## src/rtl/bgr_stream_packer_if.sv

```systemverilog
// Pixel-sum input and byte-stream output handshakes of the BGR packer.
interface bgr_stream_packer_if #(
    parameter int ACC_W = 24
);
    logic             in_valid;
    logic             in_ready;
    logic [ACC_W-1:0] in_sum_r;
    logic [ACC_W-1:0] in_sum_g;
    logic [ACC_W-1:0] in_sum_b;
    logic             out_valid;
    logic             out_ready;
    logic [7:0]       out_byte;
    logic             out_sof;
    logic             out_eol;
    logic             out_eof;

    modport master (
        output in_valid, in_sum_r, in_sum_g, in_sum_b, out_ready,
        input  in_ready, out_valid, out_byte, out_sof, out_eol, out_eof
    );

    modport slave (
        input  in_valid, in_sum_r, in_sum_g, in_sum_b, out_ready,
        output in_ready, out_valid, out_byte, out_sof, out_eol, out_eof
    );
endinterface

```

## src/rtl/bgr_stream_packer.sv

```systemverilog
// Normalises R/G/B sums to bytes and streams them B,G,R with frame flags.
// Optional clamp counter on sat_count: define BGR_STREAM_PACKER_SATCNT_EN.
module bgr_stream_packer #(
    parameter int ROWS       = 192,
    parameter int COLS       = 192,
    parameter int ACC_W      = 24,
    parameter int NORM_SHIFT = 12
) (
    input  logic                clk,
    input  logic                rst,
    bgr_stream_packer_if.slave  bus,
    output logic                busy
`ifdef BGR_STREAM_PACKER_SATCNT_EN
    ,
    output logic [15:0]         sat_count
`endif
);
    localparam int RW = (ROWS > 1) ? $clog2(ROWS) : 1;
    localparam int CW = (COLS > 1) ? $clog2(COLS) : 1;
    localparam logic [RW-1:0] ROW_LAST = RW'(ROWS - 1);
    localparam logic [CW-1:0] COL_LAST = CW'(COLS - 1);

    localparam logic [1:0] S_IDLE = 2'd0;
    localparam logic [1:0] S_B    = 2'd1;
    localparam logic [1:0] S_G    = 2'd2;
    localparam logic [1:0] S_R    = 2'd3;

    logic [1:0]       r_state;
    logic [RW-1:0]    r_row;
    logic [CW-1:0]    r_col;
    logic [7:0]       r_b_q;
    logic [7:0]       r_g_q;
    logic [7:0]       r_r_q;

    logic [ACC_W-1:0] w_v_b;
    logic [ACC_W-1:0] w_v_g;
    logic [ACC_W-1:0] w_v_r;
    logic             w_clamp_b;
    logic             w_clamp_g;
    logic             w_clamp_r;
    logic             w_accept;
    logic             w_r_done;
    logic             w_row_last;
    logic             w_col_last;

    // Anything above bit 7 after the shift means the channel clamps.
    assign w_v_b     = bus.in_sum_b >> NORM_SHIFT;
    assign w_v_g     = bus.in_sum_g >> NORM_SHIFT;
    assign w_v_r     = bus.in_sum_r >> NORM_SHIFT;
    assign w_clamp_b = |w_v_b[ACC_W-1:8];
    assign w_clamp_g = |w_v_g[ACC_W-1:8];
    assign w_clamp_r = |w_v_r[ACC_W-1:8];

    assign bus.in_ready  = (r_state == S_IDLE) |
                           ((r_state == S_R) & bus.out_ready);
    assign w_accept      = bus.in_valid & bus.in_ready;
    assign w_r_done      = (r_state == S_R) & bus.out_ready;
    assign w_row_last    = (r_row == ROW_LAST);
    assign w_col_last    = (r_col == COL_LAST);

    assign bus.out_valid = (r_state != S_IDLE);
    assign busy          = (r_state != S_IDLE);
    assign bus.out_sof   = (r_state == S_B) & (r_row == '0) & (r_col == '0);
    assign bus.out_eol   = (r_state == S_R) & w_col_last;
    assign bus.out_eof   = (r_state == S_R) & w_col_last & w_row_last;

    always_comb begin
        bus.out_byte = 8'h00;
        case (r_state)
            S_B:     bus.out_byte = r_b_q;
            S_G:     bus.out_byte = r_g_q;
            S_R:     bus.out_byte = r_r_q;
            default: bus.out_byte = 8'h00;
        endcase
    end

    always_ff @(posedge clk) begin
        if (rst) begin
            r_state <= S_IDLE;
            r_row   <= '0;
            r_col   <= '0;
            r_b_q   <= 8'h00;
            r_g_q   <= 8'h00;
            r_r_q   <= 8'h00;
        end else begin
            if (w_accept) begin
                r_b_q <= w_clamp_b ? 8'hFF : w_v_b[7:0];
                r_g_q <= w_clamp_g ? 8'hFF : w_v_g[7:0];
                r_r_q <= w_clamp_r ? 8'hFF : w_v_r[7:0];
            end
            case (r_state)
                S_IDLE:  if (w_accept) r_state <= S_B;
                S_B:     if (bus.out_ready) r_state <= S_G;
                S_G:     if (bus.out_ready) r_state <= S_R;
                S_R:     if (bus.out_ready) r_state <= w_accept ? S_B : S_IDLE;
                default: r_state <= S_IDLE;
            endcase
            if (w_r_done) begin
                if (w_col_last) begin
                    r_col <= '0;
                    r_row <= w_row_last ? '0 : r_row + RW'(1);
                end else begin
                    r_col <= r_col + CW'(1);
                end
            end
        end
    end

`ifdef BGR_STREAM_PACKER_SATCNT_EN
    logic [15:0] r_sat_acc;
    logic [1:0]  w_nclamp;
    logic [15:0] w_sat_base;
    logic [16:0] w_sat_sum;
    logic        w_eof_done;

    // A pixel accepted on the eof handshake belongs to the next frame.
    assign w_eof_done = w_r_done & bus.out_eof;
    assign w_nclamp   = {1'b0, w_clamp_b} + {1'b0, w_clamp_g} +
                        {1'b0, w_clamp_r};
    assign w_sat_base = w_eof_done ? 16'h0000 : r_sat_acc;
    assign w_sat_sum  = {1'b0, w_sat_base} +
                        (w_accept ? {15'd0, w_nclamp} : 17'd0);

    always_ff @(posedge clk) begin
        if (rst) begin
            r_sat_acc <= 16'h0000;
            sat_count <= 16'h0000;
        end else begin
            r_sat_acc <= w_sat_sum[16] ? 16'hFFFF : w_sat_sum[15:0];
            if (w_eof_done) sat_count <= r_sat_acc;
        end
    end
`endif
endmodule

```

## src/flat_wrapper.sv

```systemverilog
// flat-port wrapper written by rule: the top's interface ports become plain ports
module bgr_stream_packer_flat 
#(
    parameter int ROWS       = 192,
    parameter int COLS       = 192,
    parameter int ACC_W      = 24,
    parameter int NORM_SHIFT = 12
)
  (clk, rst, busy, bus_in_valid, bus_in_sum_r, bus_in_sum_g, bus_in_sum_b, bus_out_ready, bus_in_ready, bus_out_valid, bus_out_byte, bus_out_sof, bus_out_eol, bus_out_eof);
  bgr_stream_packer_if #(.ACC_W(ACC_W)) bus_i ();
  input  logic clk;
  input  logic rst;
  output logic busy;
  input wire logic [$bits(bus_i.in_valid)-1:0] bus_in_valid;
  input wire logic [$bits(bus_i.in_sum_r)-1:0] bus_in_sum_r;
  input wire logic [$bits(bus_i.in_sum_g)-1:0] bus_in_sum_g;
  input wire logic [$bits(bus_i.in_sum_b)-1:0] bus_in_sum_b;
  input wire logic [$bits(bus_i.out_ready)-1:0] bus_out_ready;
  output wire logic [$bits(bus_i.in_ready)-1:0] bus_in_ready;
  output wire logic [$bits(bus_i.out_valid)-1:0] bus_out_valid;
  output wire logic [$bits(bus_i.out_byte)-1:0] bus_out_byte;
  output wire logic [$bits(bus_i.out_sof)-1:0] bus_out_sof;
  output wire logic [$bits(bus_i.out_eol)-1:0] bus_out_eol;
  output wire logic [$bits(bus_i.out_eof)-1:0] bus_out_eof;
  assign bus_i.in_valid = bus_in_valid;
  assign bus_i.in_sum_r = bus_in_sum_r;
  assign bus_i.in_sum_g = bus_in_sum_g;
  assign bus_i.in_sum_b = bus_in_sum_b;
  assign bus_i.out_ready = bus_out_ready;
  assign bus_in_ready = bus_i.in_ready;
  assign bus_out_valid = bus_i.out_valid;
  assign bus_out_byte = bus_i.out_byte;
  assign bus_out_sof = bus_i.out_sof;
  assign bus_out_eol = bus_i.out_eol;
  assign bus_out_eof = bus_i.out_eof;
  bgr_stream_packer #(.ROWS(ROWS), .COLS(COLS), .ACC_W(ACC_W), .NORM_SHIFT(NORM_SHIFT)) u_core (.clk(clk), .rst(rst), .bus(bus_i), .busy(busy));
endmodule
```

## config.mk

```make
export PLATFORM = sky130hd
export DESIGN_NAME = bgr_stream_packer_flat
export DESIGN_NICKNAME = d
export VERILOG_FILES = /design/src/rtl/bgr_stream_packer_if.sv /design/src/rtl/bgr_stream_packer.sv /design/src/flat_wrapper.sv
export SDC_FILE = /design/constraint.sdc
export NUM_CORES = 1
export LEC_CHECK = 0
export CAP_MARGIN = 20
export CORE_MARGIN = 3
export CORE_UTILIZATION = 30
export DETAILED_ROUTE_END_ITERATION = 7
export PLACE_DENSITY = 0.67
export SLEW_MARGIN = 5
export SYNTH_ARGS = -nofsm -noshare
export SYNTH_HDL_FRONTEND = slang
export SYNTH_SLANG_ARGS = --single-unit
```

## constraint.sdc

```tcl
create_clock -name clk -period 1.9 [get_ports clk]
set_input_delay 0.57 -clock clk [delete_from_list [all_inputs] [get_ports clk]]
set_output_delay 0.57 -clock clk [all_outputs]
set_load 0.03 [all_outputs]
```

Word level (Yosys, flattened, before mapping) --
Index checks and enable logic that the tools add are counted.
Operators by class: equal/unequal tests 9, bitwise logic cells 7, reductions and logical operators 9, add/sub/neg operators 2, multiplexer cells 12
Operators with widths (count):
- $mux 8 | 5
- $pmux 8 s3 | 1
- $add 8x1->8 const B | 2
- $eq 8x8->1 const B | 2
- $logic_not 8->1 | 2
- $reduce_or 4->1 | 3
- $mux 2 | 4
- $pmux 2 s4 | 1
- $and 1x1->1 | 6
- $ne 2x2->1 const B | 3
- $eq 2x2->1 const B | 2
- $reduce_and 4->1 | 1
- $eq 2x1->1 const B | 1
- $logic_not 2->1 | 1
- $ne 2x1->1 const B | 1
- $reduce_and 2->1 | 1
- $reduce_bool 2->1 | 1
- $mux 1 | 1
- $or 1x1->1 | 1
Word-level totals: word-level logic and storage cells 45, output and inout bits 14, input port bits 76, register bits 42

Longest topological paths before layout --
Gate-level depths: netlist of run 1.
depth after elaboration 7, gate-level depth with buffers 7, depth with buffers taken out 6

Worst setup path after synthesis of run 1 --
No wires, ideal clock.
path type reg-to-output, start point register u_core.r_state[1], end point output port bus_out_sof, data required time 1330 ps, data arrival time 1973 ps, stages on the path, launching flop included 7, path slack -643 ps, cells stage by stage dfxtp_1 -> inv_1 -> ha_1 -> buf_2 -> nor4b_1 -> nand2_1 -> nor4_1
Between the ends: longest elaborated chain between the ends 3
Ends and longest elaborated chain:
- start, declared | RTL line bgr_stream_packer.sv:28 | logic [1:0] r_state;
- start signal, assigned | RTL line bgr_stream_packer.sv:95 | S_R: if (bus.out_ready) r_state <= w_accept ? S_B : S_IDLE;
- $eq 2x1->1 | RTL line bgr_stream_packer.sv:63 | assign bus.out_sof = (r_state == S_B) & (r_row == '0) & (r_col == '0);
- $and 1x1->1 (2 in series) | RTL line bgr_stream_packer.sv:63
- end, declared | RTL line flat_wrapper.sv:22 | output wire logic [$bits(bus_i.out_sof)-1:0] bus_out_sof;
Every way passes these cells.

Final worst setup path of run 1 --
start point register u_core.r_state[1], end point output port bus_out_byte[0]
Between the ends: longest elaborated chain between the ends 2, elaborated cells between the ends (all ways) 4, classes of those cells eq/ne (3); mux (1)
Ends and longest elaborated chain:
- $eq 2x2->1 or $eq 2x1->1 (tied branches) | RTL line bgr_stream_packer.sv:69 | case (r_state)
- $pmux 8 s3 (*) | RTL line bgr_stream_packer.sv:69
- end, declared | RTL line flat_wrapper.sv:21 | output wire logic [$bits(bus_i.out_byte)-1:0] bus_out_byte;
Mark *: on every way between the ends. The rest lies on a longest branch, timed or not.

==> results.cfg, run 1 <==
[status]
status = finished, violations left
violations = negative setup slack

[clocking]
clk_latency_ns = 0.31
cts-root-buf = clkbuf_8
clk_pin_slew_ns = 0.08
h-tree-depth = 2
cts_tree = done
clock_path_buffers = 2
cts_hold_buffers = 0
cts.sinks = 42
numCtsBuffers = 5

[yosys]
ys.flop_type = dfxtp_1
async_flop_share = 0
postSynthCellCount = 203
ys_types = 41
syn_nets = 287
ys_top_cells_by_area = dfxtp_1, o221a_2, ha_1
synth.avg_cell_area_um2 = 9.89
ys_seq_area_frac = 0.419
synth_edf_count = 0
yosysTopAreaCell = dfxtp_1
ys_warn_count = 0
synthesis.area_um2 = 2010
ys_seq_elements = 42
yosys.area.top_type_share = 0.419

[power_and_ir_drop]
leakagePower_nw = 1.47
internal_power_mw = 2.72
swShare = 0.347
p_switching_mw = 1.45
seqPwrFrac = 0.290
fin_total_pwr_mw = 4.17
clock_power_share = 0.215
power_density_nw_per_um2 = 1170
combPwrFrac = 0.495
peakVddDrop_mv = 1.03

[drt]
drt_pass1_iterations = 5
drt-initial-drc-count = 163
drt_drc_violations_left = 0
ant_nets = 0
num_vias = 2065
viasPerCell = 5.48
routedWlPerCell_um = 19.0
wl_um = 7170

[grt]
grt_first_pass_wirelength_um = 10300
antenna_found_initial = 0
grt_pass1_vias = 2079
overflow = 0
grt_start_max_net_pins = 27
grtUsageTotal = 0.169

[placed_design]
dp_hpwl_um = 4070
io_buffers = 53
globalplace.congestion = 0.823

[setup_path]
arrival_ns = 1.70
rrSetupSlack_ns = -0.04
cp-end-kind = output pin
reg2reg_from = u_core.r_state[1]$_SDFFE_PP0P_
cp.required_ns = 1.33
r2r-end = u_core.r_g_q[4]$_SDFFE_PP0P_
crit_start = u_core.r_state[1]$_SDFFE_PP0P_
reg2reg_depth = 10
path_class = reg -> out
start_kind = flip-flop
crit_path_max_fanout = 4

[finish]
multi_input_area_um2 = 1410
final_common_cell = clkdlybuf4s50_1
num-fill-cells = 532
diodes = 0
drive_above_1_share = 0.447
layout_common_cells = clkdlybuf4s50_1, dfxtp_1, buf_4
area.growth.synth_to_final_pct = 77.2
regArea_um2 = 852
nets = 383
final_core_util = 0.554

[timing]
slew_headroom = 0.693
fmax_mhz = 440
period_needed_ns = 2.27
final_max_slew_viol_count = 0
rsz0062_at_grt = true
setup_violations = 33
worst_slew_pin_slew_ns = 0.457
hold_viol = 0
timing.final.crit_share = 1.20
finClkSkew_ns = 0.00646
postLayoutSetupSlackWorst_ns = -0.375
fin_setup_tns_ns = -3.80

[die]
fp.dieH_um = 87.8
start_util = 0.312
ios = 90
coreArea_um2 = 6420
die_x_um = 87.8
die_area_um2 = 7710
row_count = 29

[min_path]
whs_path_depth = 2
min_from = u_core.r_col[1]$_SDFFE_PP0P_
whs_endpoint = u_core.r_col[1]$_SDFFE_PP0P_
min_path_type = reg -> reg

[flow_run]
drv_cap = 0
final cells by class:
type                            instances  area share
Multi-Input combinational cell        140       0.397
Timing Repair Buffer                  102       0.285
Sequential cell                        42       0.240
Tap cell                               77      0.0271
Clock buffer                            6      0.0232
Clock inverter                          2      0.0169
Inverter                                8      0.0113
worst max-delay path, stage by stage, from the launching register on:
cell,delay [ns]
dfxtp_4,0.41
inv_4,0.06
ha_4,0.17
a222oi_1,0.40
nor2_2,0.06
clkdlybuf4s15_2,0.29
sequential cells by signal, indices dropped and copies added (netlist names):
name            count
u_core.r_g_q        8
u_core.r_col        8
u_core.r_r_q        8
u_core.r_state      2
u_core.r_b_q        8
u_core.r_row        8
per-stage QoR:
stage / hold WS, ns / cells / setup slack [ns] / cell area (um^2)
after floorplan: 0.462 / 203 / -0.0153 / 2050
after global placement: 0.474 / 353 / -0.294 / 2820
after detailed placement: 0.494 / 353 / -0.292 / 2820
after CTS: 0.501 / 370 / -0.325 / 3370
after global routing: 0.532 / 377 / -0.432 / 3560
final: 0.508 / 377 / -0.375 / 3560
synthesized netlist by cell type, drive strengths merged, types with 5 or more instances:
library cell / n
inv: 7
nand4: 6
and3: 9
nor2: 16
xor2: 7
nand2: 16
clkbuf: 6
nor3: 7
a222oi: 8
buf: 7
dfxtp: 42
ha: 8
a21oi: 7
o221a: 24
nor4: 5
power groups by stage:
stage	clock network, mW	logic [mW]	registers [mW]
2_1_floorplan	0	0.812	1.13
3_3_place_gp	0	1.26	1.15
3_5_place_dp	0	1.27	1.16
4_1_cts	0.897	1.71	1.18
5_1_grt	0.936	2.16	1.22
6_report	0.897	2.07	1.21
metal layers:
layer / part of all wire / routed length [um] / vias to the layer above / GRT usage
li1: - / - / 974 / -
met1: 0.41 / 2920 / 1005 / 0.210
met2: 0.51 / 3630 / 69 / 0.296
met3: 0.049 / 352 / 17 / 0.0367
met4: 0.037 / 266 / 0 / 0.0460
met5: 0 / 0 / - / 0
cells by family after synthesis:
logic type      Yosys count  synth area share
simple gates             73             0.198
compound gates           48             0.231
flops                    42             0.419
buf+inv                  21            0.0530
xor+xnor                  8            0.0349
fa+ha+maj                 8            0.0499
mux                       3            0.0150
worst max path at each step:
stage	cells past startpoint	slack, ns	endpoint
3_5_place_dp	5	-0.29	bus_out_byte[0]
2_1_floorplan	6	-0.02	bus_out_sof
4_1_cts	7	-0.33	bus_out_sof
3_3_place_gp	5	-0.29	u_core.r_b_q[6]$_SDFFE_PP0P_
5_1_grt	7	-0.43	bus_out_sof
6_report	5	-0.37	bus_out_byte[0]
timing repair:
action	in CTS	in global routing
pin swaps	19	30
gates resized for setup	79	17
gates cloned	3	3
setup endpoints to repair	38	45
setup buffers	7	6
Note: power is estimated with default switching activity, not from simulation.
==> run 2: changes to the inputs <==
- PLACE_DENSITY: 0.67 -> 0.61
==> run 2 against run 1 <==
Against the previous run:
- the run still ends with negative setup slack left
- register-to-register slack worse by 0.07 ns
- wire length decreased by 18%
- clock skew increased by 0.0026 ns
- via count down 4.1%
- combinational power decreased by 4%
- critical endpoint is now bus_out_sof
- largest cell class unchanged
- highest routed layer unchanged
==> results.cfg, run 2 (same netlist as run 1, synthesis figures left out) <==
[power_and_ir_drop]
seqPwrFrac = 0.311
combPwrFrac = 0.530
fin_total_pwr_mw = 3.76
p_switching_mw = 1.32
peakVddDrop_mv = 0.853
clock_power_share = 0.159
swShare = 0.350
leakagePower_nw = 1.38
power_density_nw_per_um2 = 1130
internal_power_mw = 2.44

[setup_path]
cp-end-kind = output pin
start_kind = flip-flop
path_class = reg -> out
cp.required_ns = 1.33
reg2reg_from = u_core.r_state[0]$_SDFFE_PP0P_
crit_path_max_fanout = 4
reg2reg_depth = 11
r2r-end = u_core.r_b_q[4]$_SDFFE_PP0P_
arrival_ns = 1.64
rrSetupSlack_ns = -0.11

[timing]
worst_slew_pin_slew_ns = 0.572
period_needed_ns = 2.21
setup_violations = 38
hold_viol = 0
slew_headroom = 0.615
fmax_mhz = 452
rsz0062_at_grt = true
finClkSkew_ns = 0.00906
timing.final.crit_share = 1.16
postLayoutSetupSlackWorst_ns = -0.313
final_max_slew_viol_count = 0

[drt]
routedWlPerCell_um = 15.5
drt_pass1_iterations = 4
wl_um = 5850
viasPerCell = 5.24
ant_nets = 0
num_vias = 1981
drt-initial-drc-count = 134
drt_drc_violations_left = 0

[die]
die_x_um = 87.8
start_util = 0.312
die_area_um2 = 7710
fp.dieH_um = 87.8
row_count = 29
coreArea_um2 = 6420
ios = 90

[grt]
grtUsageTotal = 0.152
antenna_found_initial = 0
grt_pass1_vias = 1896
overflow = 0
grt_first_pass_wirelength_um = 9160
grt_start_max_net_pins = 27

[min_path]
min_path_type = reg -> reg
whs_path_depth = 2
min_from = u_core.r_col[1]$_SDFFE_PP0P_
whs_endpoint = u_core.r_col[1]$_SDFFE_PP0P_

[clocking]
clk_latency_ns = 0.29
numCtsBuffers = 5
cts.sinks = 42
clock_path_buffers = 2
clk_pin_slew_ns = 0.09
h-tree-depth = 2
cts-root-buf = clkbuf_8
cts_tree = done

[status]
status = finished, violations left
violations = negative setup slack

[finish]
final_core_util = 0.520
drive_above_1_share = 0.429
multi_input_area_um2 = 1280
diodes = 0
layout_common_cells = dfxtp_1, clkdlybuf4s50_1, buf_4
area.growth.synth_to_final_pct = 66.4
nets = 384
regArea_um2 = 846
final_common_cell = dfxtp_1
num-fill-cells = 580

[placed_design]
dp_hpwl_um = 3990
io_buffers = 53
globalplace.congestion = 0.772

[flow_run]
drv_cap = 0
==> run 2: changes by cell type in the layout (fill, tap and decap cells not counted), moves of 2 or more <==
cell	change
dfxtp_2	-5
nand2_2	+2
clkbuf_16	-2
o221a_2	+13
clkinvlp_4	+2
bufinv_16	-2
o221a_4	-13
dfxtp_1	+5
buf_4	+7
buf_6	-3
==> run 2: what timing repair did <==
item | in CTS | in global routing
resized for setup | 76 | 22
endpoints found under the setup margin | 41 | 38
pin swaps | 12 | 15
setup buffers | 10 | 4
cloned | 1 | 0
hold buffers | 0 | 0
hold endpoints to repair | 0 | 0
==> run 2: worst max-delay path by stage <==
stage                                         startpoint         endpoint  slack [ns]  cells after the start
after floorplan           u_core.r_state[1]$_SDFFE_PP0P_      bus_out_sof       -0.02                      6
after global placement    u_core.r_state[0]$_SDFFE_PP0P_  bus_out_byte[2]       -0.44                      5
after detailed placement  u_core.r_state[0]$_SDFFE_PP0P_  bus_out_byte[2]       -0.45                      5
after CTS                 u_core.r_state[1]$_SDFFE_PP0P_      bus_out_sof       -0.35                      7
after global routing      u_core.r_state[0]$_SDFFE_PP0P_      bus_out_sof       -0.41                      7
final                     u_core.r_state[0]$_SDFFE_PP0P_      bus_out_sof       -0.31                      7
==> run 2: per-stage QoR <==
stage / hold WS (ns) / cell area (um^2) / setup slack (ns) / instances / setup TNS (ns)
after CTS: 0.499 / 3190 / -0.350 / 374 / -4.03
after global routing: 0.528 / 3340 / -0.406 / 378 / -8.75
after floorplan: 0.462 / 2050 / -0.0153 / 203 / -0.0153
final: 0.500 / 3340 / -0.313 / 378 / -5.30
after global placement: 0.476 / 2860 / -0.443 / 355 / -8.75
after detailed placement: 0.487 / 2860 / -0.447 / 355 / -8.72
==> run 2: area by class of cell <==
| type | instances | area share |
|---|---|---|
| multi-input combinational | 140 | 0.382 |
| timing repair buffer | 103 | 0.296 |
| sequential | 42 | 0.253 |
| tap | 77 | 0.0288 |
| clock buffer | 5 | 0.0206 |
| inverter | 8 | 0.0116 |
| clock inverter | 3 | 0.00749 |
==> run 2: layer usage <==
metal	wire length (um)	global-route usage	vias up	share of wire
li1	-	-	984	-
met3	180	0.0310	2	0.031
met5	0	0	-	0
met2	2840	0.241	36	0.48
met4	31	0.0363	0	0.0053
met1	2800	0.211	959	0.48
==> run 2: power by group through the flow <==
| stage | Combinational (mW) | Sequential, mW | Clock, mW |
|---|---|---|---|
| after global placement | 1.31 | 1.15 | 0 |
| final | 1.99 | 1.17 | 0.598 |
| after detailed placement | 1.32 | 1.15 | 0 |
| after floorplan | 0.812 | 1.13 | 0 |
| after CTS | 1.80 | 1.15 | 0.612 |
| after global routing | 2.11 | 1.19 | 0.662 |
==> run 2: critical path, cell delays in order (launching register included) <==
cell and delay [ns]:
dfxtp_2 0.34, buf_6 0.11, ha_4 0.16, buf_6 0.10, nor4b_4 0.16, nand2_1 0.11, nor4_4 0.19, buf_6 0.17
